--- src/rtl/jogo_pkg.sv ---
// Shared constants for the memory-game control unit.
//   estado_t       : 4-bit state code, also exported on db_estado
//   MSG_*          : displayAddr message selects
//   HITS_POR_PASSO : distinct correct hits needed to finish one sequence step
package jogo_pkg;

  typedef enum logic [3:0] {
    INICIAL   = 4'h0,
    SELECIONA = 4'h1,
    PREPARA   = 4'h2,
    CARREGA   = 4'h3,
    ESPERA    = 4'h4,
    REGISTRA  = 4'h5,
    COMPARA   = 4'h6,
    ACERTO    = 4'h7,
    PISCA_ON  = 4'h8,
    PISCA_OFF = 4'h9,
    PROXIMA   = 4'hA,
    GANHOU    = 4'hB,
    PERDEU    = 4'hC
  } estado_t;

  localparam logic [1:0] MSG_MODO    = 2'b00;
  localparam logic [1:0] MSG_GANHOU  = 2'b01;
  localparam logic [1:0] MSG_ERRO    = 2'b10;
  localparam logic [1:0] MSG_TIMEOUT = 2'b11;

  localparam int unsigned HITS_POR_PASSO = 3;

  // Hit count seen in ACERTO when the hit being counted is the last of the step.
  localparam logic [1:0] ULTIMO_HIT = 2'(HITS_POR_PASSO - 1);

endpackage

--- src/rtl/unidade_controle_jogo.sv ---
// Moore control unit for the memory game. Sequences fluxo_dados through mode
// selection, per-step LED pattern load, three distinct correct hits, a blink
// celebration and step advance, ending in GANHOU or PERDEU.
// Ports:
//   clock, reset (async, active-low)       : clocking
//   iniciar                                : start / restart level
//   tem_jogada, acertouJogada,
//   jogadaAtualEQUALSacertoAnterior,
//   acertoAnteriorEQUALSzero               : play status from the datapath
//   fimS, fimLedsOn, fimLedsOff,
//   fimPiscaLeds, timeout                  : counter status from the datapath
//   zera*/conta*/registra*                 : datapath strobes
//   displayFromMem, displayAddr            : message display select
//   apagarAcertos                          : blank the hit LEDs
//   pronto, ganhou, perdeu                 : game result
//   db_estado                              : current state code
module unidade_controle_jogo
  import jogo_pkg::*;
(
  input  logic       clock,
  input  logic       reset,
  input  logic       iniciar,
  input  logic       tem_jogada,
  input  logic       acertouJogada,
  input  logic       jogadaAtualEQUALSacertoAnterior,
  input  logic       acertoAnteriorEQUALSzero,
  input  logic       fimS,
  input  logic       fimLedsOn,
  input  logic       fimLedsOff,
  input  logic       fimPiscaLeds,
  input  logic       timeout,
  output logic       zeraT,
  output logic       contaT,
  output logic       zeraS,
  output logic       contaS,
  output logic       zeraR,
  output logic       registraR,
  output logic       zeraA,
  output logic       registraA,
  output logic       contaA,
  output logic       contaPiscadas,
  output logic       contaLedsOn,
  output logic       contaLedsOff,
  output logic       zeraL,
  output logic       registraL,
  output logic       contaM,
  output logic       zeraM,
  output logic       displayFromMem,
  output logic       apagarAcertos,
  output logic [1:0] displayAddr,
  output logic       pronto,
  output logic       ganhou,
  output logic       perdeu,
  output logic [3:0] db_estado
);

  estado_t    estado_q, estado_d;
  logic [1:0] hits_q, hits_d;
  // Remembers whether the loss was a timeout, to pick the PERDEU message.
  logic       perdeu_to_q, perdeu_to_d;

  // State register, hit counter and loss-cause flag.
  always_ff @(posedge clock or negedge reset) begin
    if (!reset) begin
      estado_q    <= INICIAL;
      hits_q      <= '0;
      perdeu_to_q <= 1'b0;
    end else begin
      estado_q    <= estado_d;
      hits_q      <= hits_d;
      perdeu_to_q <= perdeu_to_d;
    end
  end

  // Next-state logic.
  always_comb begin
    estado_d    = estado_q;
    hits_d      = hits_q;
    perdeu_to_d = perdeu_to_q;
    case (estado_q)
      INICIAL:   estado_d = SELECIONA;
      SELECIONA: if (iniciar) estado_d = PREPARA;
      PREPARA: begin
        hits_d      = '0;
        perdeu_to_d = 1'b0;
        estado_d    = CARREGA;
      end
      CARREGA:   estado_d = ESPERA;
      ESPERA: begin
        // timeout wins over a simultaneous play
        if (timeout) begin
          estado_d    = PERDEU;
          perdeu_to_d = 1'b1;
        end else if (tem_jogada) begin
          estado_d = REGISTRA;
        end
      end
      REGISTRA:  estado_d = COMPARA;
      COMPARA: begin
        if (timeout) begin
          estado_d    = PERDEU;
          perdeu_to_d = 1'b1;
        end else if (!acertouJogada) begin
          estado_d = PERDEU;
        end else if (jogadaAtualEQUALSacertoAnterior && !acertoAnteriorEQUALSzero) begin
          // same button as the previous hit: not a new distinct hit
          estado_d = ESPERA;
        end else begin
          estado_d = ACERTO;
        end
      end
      ACERTO: begin
        hits_d   = hits_q + 2'd1;
        estado_d = (hits_q == ULTIMO_HIT) ? PISCA_ON : ESPERA;
      end
      PISCA_ON:  if (fimLedsOn) estado_d = PISCA_OFF;
      PISCA_OFF: begin
        if (fimLedsOff) estado_d = fimPiscaLeds ? PROXIMA : PISCA_ON;
      end
      PROXIMA: begin
        hits_d   = '0;
        estado_d = fimS ? GANHOU : CARREGA;
      end
      GANHOU:    if (iniciar) estado_d = PREPARA;
      PERDEU:    if (iniciar) estado_d = PREPARA;
      default:   estado_d = INICIAL;
    endcase
  end

  // Output decode; everything follows the registered state except contaS,
  // which also looks at fimS so the step counter stops on the last step.
  always_comb begin
    zeraT          = 1'b0;
    contaT         = 1'b0;
    zeraS          = 1'b0;
    contaS         = 1'b0;
    zeraR          = 1'b0;
    registraR      = 1'b0;
    zeraA          = 1'b0;
    registraA      = 1'b0;
    contaA         = 1'b0;
    contaPiscadas  = 1'b0;
    contaLedsOn    = 1'b0;
    contaLedsOff   = 1'b0;
    zeraL          = 1'b0;
    registraL      = 1'b0;
    contaM         = 1'b0;
    zeraM          = 1'b0;
    displayFromMem = 1'b0;
    apagarAcertos  = 1'b0;
    displayAddr    = MSG_MODO;
    pronto         = 1'b0;
    ganhou         = 1'b0;
    perdeu         = 1'b0;
    case (estado_q)
      INICIAL: begin
        zeraM         = 1'b1;
        apagarAcertos = 1'b1;
      end
      SELECIONA: begin
        contaM         = 1'b1;
        displayFromMem = 1'b1;
        displayAddr    = MSG_MODO;
        apagarAcertos  = 1'b1;
      end
      PREPARA: begin
        zeraT = 1'b1;
        zeraS = 1'b1;
        zeraR = 1'b1;
        zeraA = 1'b1;
        zeraL = 1'b1;
      end
      CARREGA:  registraL = 1'b1;
      ESPERA:   contaT = 1'b1;
      REGISTRA: begin
        contaT    = 1'b1;
        registraR = 1'b1;
      end
      COMPARA:  contaT = 1'b1;
      ACERTO: begin
        contaT    = 1'b1;
        contaA    = 1'b1;
        registraA = 1'b1;
      end
      PISCA_ON: contaLedsOn = 1'b1;
      PISCA_OFF: begin
        contaLedsOff  = 1'b1;
        contaPiscadas = 1'b1;
      end
      PROXIMA: begin
        zeraA  = 1'b1;
        zeraR  = 1'b1;
        zeraL  = 1'b1;
        contaS = !fimS;
      end
      GANHOU: begin
        ganhou         = 1'b1;
        pronto         = 1'b1;
        displayFromMem = 1'b1;
        displayAddr    = MSG_GANHOU;
      end
      PERDEU: begin
        perdeu         = 1'b1;
        pronto         = 1'b1;
        displayFromMem = 1'b1;
        displayAddr    = perdeu_to_q ? MSG_TIMEOUT : MSG_ERRO;
      end
      default: ;
    endcase
  end

  assign db_estado = estado_q;

endmodule
--- config.mk ---
export PLATFORM = sky130hd
export DESIGN_NAME = unidade_controle_jogo
export DESIGN_NICKNAME = d
export VERILOG_FILES = /design/src/rtl/jogo_pkg.sv /design/src/rtl/unidade_controle_jogo.sv
export SDC_FILE = /design/constraint.sdc
export NUM_CORES = 1
export LEC_CHECK = 0
export BUFFER_PORTS_ARGS = -buffer_cell sky130_fd_sc_hd__buf_2
export CAP_MARGIN = 20
export CORE_MARGIN = 3
export CORE_UTILIZATION = 44
export CTS_CLUSTER_SIZE = 12
export DETAILED_ROUTE_END_ITERATION = 12
export HOLD_SLACK_MARGIN = 0.02
export MAX_ROUTING_LAYER = met4
export PLACE_DENSITY = 0.87
export SLEW_MARGIN = 20
export SYNTH_ARGS = -nofsm -noshare
export SYNTH_HDL_FRONTEND = slang
export SYNTH_SLANG_ARGS = --single-unit
--- constraint.sdc ---
create_clock -name clock -period 2.11 [get_ports clock]
set_clock_uncertainty 0.1 [all_clocks]
set_input_delay 0.1055 -clock clock [delete_from_list [all_inputs] [get_ports clock]]
set_output_delay 0.1055 -clock clock [all_outputs]
set_load 0.02 [all_outputs]
==> results.md, run 1 <==
- The flow ran to the end, and the final reports show no timing, DRC or antenna violations.
- The most frequent standard cell in the layout excluding fill and tap cells is sky130_fd_sc_hd__buf_2.
- The HPWL after detailed placement is approximately 1500 µm.
- The data arrival time of the critical path is 1.72 ns.
- The number of diodes added for antenna fixing is 0.
- The number of instances in the synthesized netlist is 97.
- The via count of the first global-routing pass is 630.
- The initial utilization of the core area, before any placement, comes to 0.483.
- The most frequently used flop master after synthesis is sky130_fd_sc_hd__dfrtp_1.
- Relative to the synthesized area, the layout overhead comes to 26.9%.
- Prior to clock tree synthesis, the placed netlist has a worst setup slack of 0.271 ns.
- The average routed wire per standard cell is 12.4 µm.
- The cell row count is 14.
- The overall fraction of global-route tracks in use is 0.178.
- Of the synthesized area, sequential elements account for 0.235.
- The wire length of the first global-routing pass is 2730 µm.
- The top routing layer in use is met3.
- The clock period minus worst slack is 1.93 ns.
- Clock-pin slew was measured on the worst setup and hold paths at 0.05 ns.
- The count of flip-flops with a built-in enable after synthesis is 0.
- Clock latency on the worst-skew pair, taken at its later pin, is 0.25 ns.
- Measured on the finished design, the core utilization comes to 0.613.
- In this run, post-CTS repair resized a total of 0 instances.
- The worst setup path is launched from a flip-flop.
- The maximum fanout encountered on the critical timing path is 11.
- The post-synthesis average cell area is approximately 7.7 µm².
- The vertical die dimension is 47.1 µm.
- Setup violations remaining at the end of the flow were counted as 0.
- Setup slack closes at around 0.18 ns.
- The cts-stage hold buffer count is 1.
- The clock net in this run drives a total of 7 sinks.
- The power per cell area is 1500 mW/mm².
- The data required time at the worst endpoint is about 1.9 ns.
- The number of setup buffers added after CTS is 0.
- The number of max-slew violations in the final report was 0.
- Setup repair after global routing left no endpoint under its margin.
- Headroom to the max-slew limit came out at 0.640.
- In this run the number of H-tree levels came out at 1.
- The detailed-routed wire length on met3 is ~190 µm.
- Pin placement for this block handled 39 I/O pins.
- The wire length on met1 is between 700 and 800 µm.
- The count of yosys warnings during synthesis is 0.
- The count of nets left with antenna violations after detail routing is 0.
- The die covers between 0.002 and 0.0025 mm².
- The final-report hold violation count came to 0.
- Entering global routing, the biggest net connects 20 pins.
- STA classifies the critical path endpoint as a primary output.
- The first-pass detailed-route iteration total is 4.
- The final cell count without fillers is 148.
- The actual transition at the worst max-transition pin is 0.535 ns.
- The width of the chip is 47.1 µm.
- The count of routing violations after the opening detailed-route iteration is 26.
- Dividing the detail-routed via count by the number of cells gives 5.37.
- The number of synthesized register bits is 7.
- In this run the tool buffered the top-level ports with 38 buffer cells.
- The initial antenna violation count is 0.
- After global routing the overflow that remains totals 0.
- The post-layout net count is 146.
- The number of clock buffers inserted by TritonCTS is 3.
- The synthesized area is 744 µm².
- IR analysis of the VDD net gives a maximum drop of 0.875 mV.
- The leakage power of the design is 0.562 nW.
- TritonCTS built the clock tree.
- The number of different library cells used by synthesis comes to 41.
- For this run, the top clock speed supported by timing is 519 MHz.
- CTS placed an instance of sky130_fd_sc_hd__clkbuf_4 at the clock tree root.
- The worst hold slack is roughly 0.046 ns.
- The path type of the worst setup path is reg2out.
- In the routed design, unresolved DRC markers number 0.
- The max-cap violation count is 0.
- The congestion estimate from routability-driven global placement came to 0.860.
- The post-synthesis async set-or-reset flop share is 1.00.
- The share of final-layout standard cells stronger than drive strength 1 is 0.379.
- The buffer levels on the longest clock path is 2.
- The final setup TNS is 0 ns.
- The net count after synthesis is 110.
- The number of cells after detailed placement is 143.
- In the finished design, the share of the clock period the worst path needs comes to 0.912.
- The routed design has 1840 µm of wire.
- The final route contains between 700 and 800 vias.
- The class of the tightest hold or removal check is in2reg.
- The routed length on met2 is 876 µm.
- The floorplan core area is 0.00154 mm².
- In the layout the commonest cells are 38 x sky130_fd_sc_hd__buf_2, 11 x sky130_fd_sc_hd__inv_1, 9 x sky130_fd_sc_hd__nor2_1.
cell usage after synthesis (2+ instances only):
master / n / share of area
sky130_fd_sc_hd__buf_4: 6 / 0.060
sky130_fd_sc_hd__nor2_1: 9 / 0.045
sky130_fd_sc_hd__o31ai_1: 3 / 0.030
sky130_fd_sc_hd__inv_1: 11 / 0.055
sky130_fd_sc_hd__nor4_1: 2 / 0.017
sky130_fd_sc_hd__nand3b_1: 2 / 0.020
sky130_fd_sc_hd__nand2_1: 6 / 0.030
sky130_fd_sc_hd__nand2b_1: 5 / 0.042
sky130_fd_sc_hd__or2b_1: 2 / 0.020
sky130_fd_sc_hd__nor3_1: 5 / 0.034
sky130_fd_sc_hd__o21ai_0: 3 / 0.020
sky130_fd_sc_hd__dfrtp_1: 7 / 0.24
sky130_fd_sc_hd__clkbuf_1: 3 / 0.015
sky130_fd_sc_hd__a21oi_1: 6 / 0.040
cells by family after synthesis:
kind of cell    share of synthesized area
simple gates                        0.350
buf+inv                             0.158
compound gates                      0.215
flops                               0.235
xor+xnor                           0.0118
mux                                0.0134
fa+ha+maj                          0.0168
layout make-up:
class                   instances  area [µm²]
well taps                      16        20.0
multi-input cells              67         452
clock buffers                   4        26.3
flip-flops and latches          7         175
repair buffers                 43         230
fillers                       144         597
inverters                      11        41.3
per-stage QoR:
stage | total power, mW | area (µm²)
2_1_floorplan | 1.07 | 744
3_3_place_gp | 1.28 | 908
3_5_place_dp | 1.31 | 908
4_1_cts | 1.44 | 945
5_1_grt | 1.54 | 945
6_report | 1.42 | 945
layer usage:
layer / global-route usage / vias to the layer above
met1: 0.222 / 352
li1: - / 407
met5: - / -
met3: 0.0460 / 0
met4: 0.0442 / 0
met2: 0.285 / 36
registers in the layout, indices dropped and copies added (netlist names):
signal	count
perdeu_to_q	1
hits_q	2
db_estado	4
where the power goes:
group / internal [mW] / switching (mW) / total, mW / leakage [nW]
clock network: 0.0719 / 0.0451 / 0.117 / 0.0150
registers: 0.197 / 0.0721 / 0.269 / 0.0882
logic: 0.399 / 0.635 / 1.03 / 0.459
total: 0.668 / 0.752 / 1.42 / 0.562
final timing paths:
kind	endpoint	slack, ns	startpoint	depth (start not counted)
worst max register to register	db_estado[1]	0.25	db_estado[3]	5
worst max-delay path	displayAddr[0]	0.18	db_estado[0]	5
worst min register to register	hits_q[1]	0.43	hits_q[1]	2
worst min-delay path	db_estado[1]	0.05	iniciar	2
min in group asynchronous	db_estado[2]	0.12	reset	2
max in group asynchronous	hits_q[1]	1.64	reset	2
worst max-delay path: stages (launching register included):
cell	delay (ns)
sky130_fd_sc_hd__dfrtp_1	0.49
sky130_fd_sc_hd__or4bb_4	0.61
sky130_fd_sc_hd__inv_1	0.10
sky130_fd_sc_hd__nand2_1	0.05
sky130_fd_sc_hd__nand2_1	0.06
sky130_fd_sc_hd__buf_2	0.16
No activity file was read; power rests on OpenSTA's default activity.
==> run 2, diff against run 1 <==
--- a/config.mk
+++ b/config.mk
@@ -8,12 +8,12 @@
 export BUFFER_PORTS_ARGS = -buffer_cell sky130_fd_sc_hd__buf_2
 export CAP_MARGIN = 20
 export CORE_MARGIN = 3
-export CORE_UTILIZATION = 44
+export CORE_UTILIZATION = 25
 export CTS_CLUSTER_SIZE = 12
 export DETAILED_ROUTE_END_ITERATION = 12
 export HOLD_SLACK_MARGIN = 0.02
 export MAX_ROUTING_LAYER = met4
-export PLACE_DENSITY = 0.87
+export PLACE_DENSITY = 0.58
 export SLEW_MARGIN = 20
 export SYNTH_ARGS = -nofsm -noshare
 export SYNTH_HDL_FRONTEND = slang
==> run 2 against run 1 <==
Against the previous run:
- design area increased by 2.0%
- worst hold slack got worse by 0.0078 ns
- global-route usage decreased by 5.7 points
- register-to-register slack about the same
- sequential power increased by 6%
- critical path type unchanged
==> results.md, run 2 (same netlist as run 1, synthesis figures left out) <==
- The cell at the slowest stage of the critical path is sky130_fd_sc_hd__dfrtp_1.
- The number of clock sinks came to 7 (unchanged).
- The buffer levels on the longest clock path came to 2 (unchanged).
- The first-pass detailed-route iteration total came to 4 (unchanged).
- The starting density of the core is 0.265 (-0.218).
- The floorplan core area came to 0.00281 mm² (+82%).
- By startpoint and endpoint, the worst setup path is classified as reg2out.
- The clock period minus worst slack came to 1.96 ns (+0.0364 ns).
- The share of final-layout standard cells stronger than drive strength 1 is 0.379 (unchanged).
- The root buffer cell chosen for the clock tree is sky130_fd_sc_hd__clkbuf_4.
- The count of buffers inserted at the top-level ports is 38 (unchanged).
- The area growth from synthesis to layout is 29.4%.
- The H-tree level count is 1 (unchanged).
- The endpoint class of the critical path is a primary output.
- The HPWL after detailed placement is 1590 µm (+6.6%).
- The via count of the first global-routing pass was 731 (+16%).
- The maximum fanout encountered on the critical timing path is 14 (+3).
- The number of clock buffers inserted by TritonCTS is 3 (unchanged).
- The library cell appearing most often on the critical path is sky130_fd_sc_hd__nand2_1.
- The overall fraction of global-route tracks in use was 0.121 (-0.0568).
- The count of nets left with antenna violations after detail routing is 0 (unchanged).
- The upper clock frequency limit is 510 MHz (-1.9%).
- The register-to-register path setup slack is 0.26 ns (about the same).
- The number of cells after detailed placement is 158 (+10%).
- The top cell types in the final layout, fill and taps aside, are 38 x sky130_fd_sc_hd__buf_2, 11 x sky130_fd_sc_hd__inv_1, 9 x sky130_fd_sc_hd__nor2_1.
- The latest clock arrival within the worst-skew pair came to 0.25 ns (about the same).
- The I/O pin count was 39 (unchanged).
- The global placement routability congestion is 0.859 (-0.14%).
- The run finished with clean final reports.
- The vertical die dimension is 60.6 µm (+29%).
- Walking the worst path, the cells encountered are or4bb_4 > inv_1 > nand2_1 > nand2_1 > buf_2.
- The leakage power of the design is 0.562 nW (unchanged).
- The wire length of the first global-routing pass is 3340 µm (+23%).
- The number of vias in the routed layout is 793 (-0.25%).
- The number of setup buffers added after CTS is 0 (unchanged).
- Setup repair after global routing left no endpoint under its margin.
- After global routing, the most crowded layer is met2.
- Leaving out fill and tap cells, the most frequent cell in the layout is sky130_fd_sc_hd__buf_2.
- The final setup TNS is 0 ns (unchanged).
- The post-layout net count is 146 (unchanged).
- The actual transition at the worst max-transition pin is 0.636 ns (+0.100 ns).
- The post-route clock period utilization is 0.930 (+0.0173).
- The wire length after detailed routing is 1990 µm (+8.4%).
- The max-cap violation count is 0 (unchanged).
- The data required time at the worst endpoint was 1.90 ns (about the same).
- The routed via count divided by cell count is 4.87 (-9.4%).
- The final-report hold violation count was 0 (unchanged).
- The area of the die is 0.00367 mm² (+65%).
- The final cell count without fillers came to 163 (+10%).
- The met3 layer usage reported by global route came to 0.0362 (-0.00981).
- The largest net degree at the start of global routing is 19 (-5.0%).
- The met1 track utilization from global routing is 0.157 (-0.0648).
- The met2 demand-to-capacity share in global routing is 0.191 (-0.0937).
- The average routed wire per standard cell is 12.2 µm (-1.6%).
- The relative slew slack is 0.572 (-0.0676).
- The number of diodes added for antenna fixing is 0 (unchanged).
- The initial antenna violation count is 0 (unchanged).
- The number of max-slew violations in the final report is 0 (unchanged).
- The total setup violations reported at the end of the flow was 0 (unchanged).
- The cell row count is 19 (+5).
- The flip-flop count of the largest register after layout is 4 (unchanged).
- The startpoint kind of the worst setup timing path is a flip-flop.
- The TritonCTS clock tree is built.
- The largest vdd supply drop was 0.567 mV (-35%).
- The total overflow reported by the global router is 0 (unchanged).
- The width of the chip was 60.6 µm (+29%).
- The stage delay of the slowest cell on the critical path came to 0.56 ns (-0.05 ns).
- The total DRC errors in the routed layout is 0 (unchanged).
- The count of routing violations after the opening detailed-route iteration is 13 (-50%).
- The power per cell area was 1480 mW/mm² (-1.4%).
- The class of the tightest hold or removal check is in2reg.
- The data arrival time of the critical path is 1.76 ns (+0.04 ns).
- The clock transition at the registers of the reported paths was 0.05 ns (about the same).
==> run 2: metal layers <==
| metal | up-vias | routed length, µm |
|---|---|---|
| met5 | - | 0 |
| met4 | 0 | 0 |
| met3 | 0 | 152 |
| met2 | 31 | 932 |
| met1 | 356 | 906 |
| li1 | 406 | - |
==> run 2: where the power goes <==
| part | switching (mW) | internal, mW | leakage, nW | total [mW] |
|---|---|---|---|---|
| Sequential | 0.0868 | 0.197 | 0.0882 | 0.284 |
| Combinational | 0.623 | 0.399 | 0.459 | 1.02 |
| Clock | 0.0506 | 0.0723 | 0.0150 | 0.123 |
==> run 2: path summary, 6_finish.rpt <==
check                                  to  depth (start not counted)          from
hold / removal               db_estado[1]                          2       iniciar
setup / recovery           displayAddr[0]                          5  db_estado[2]
hold reg to reg                 hits_q[1]                          2     hits_q[1]
max in group asynchronous     perdeu_to_q                          2         reset
min in group asynchronous    db_estado[3]                          2         reset
setup reg to reg             db_estado[1]                          4  db_estado[2]
==> run 2: final cells by class <==
cell class / instances / area (µm²)
tap: 31 / 38.8
inverter: 11 / 41.3
timing repair buffer: 43 / 230
fill: 320 / 1840
sequential: 7 / 175
clock buffer: 4 / 26.3
multi-input combinational: 67 / 452
==> run 2: critical path: cells and delay by family (launching register included) <==
kind | cells | cell delay [ns]
buffers and inverters | 2 | 0.27
DFF | 1 | 0.56
and+or+nand+nor | 3 | 0.67
==> run 2: through the flow <==
stage | util | worst slack (ns) | hold slack [ns] | instance area, µm² | total power [mW]
finish | 0.343 | 0.148 | 0.0378 | 963 | 1.43
global route | 0.343 | 0.0139 | 0.0318 | 963 | 1.58
CTS | 0.343 | 0.118 | 0.0266 | 963 | 1.45
detailed placement | 0.331 | 0.262 | -0.155 | 927 | 1.31
global placement | 0.331 | 0.342 | -0.158 | 927 | 1.31
floorplan | - | 0.144 | -0.290 | 744 | 1.07
==> run 2: repair_timing <==
action | in CTS | in global routing
hold endpoints to repair | 7 | 0
resized for setup | 0 | 0
hold buffers | 1 | 0
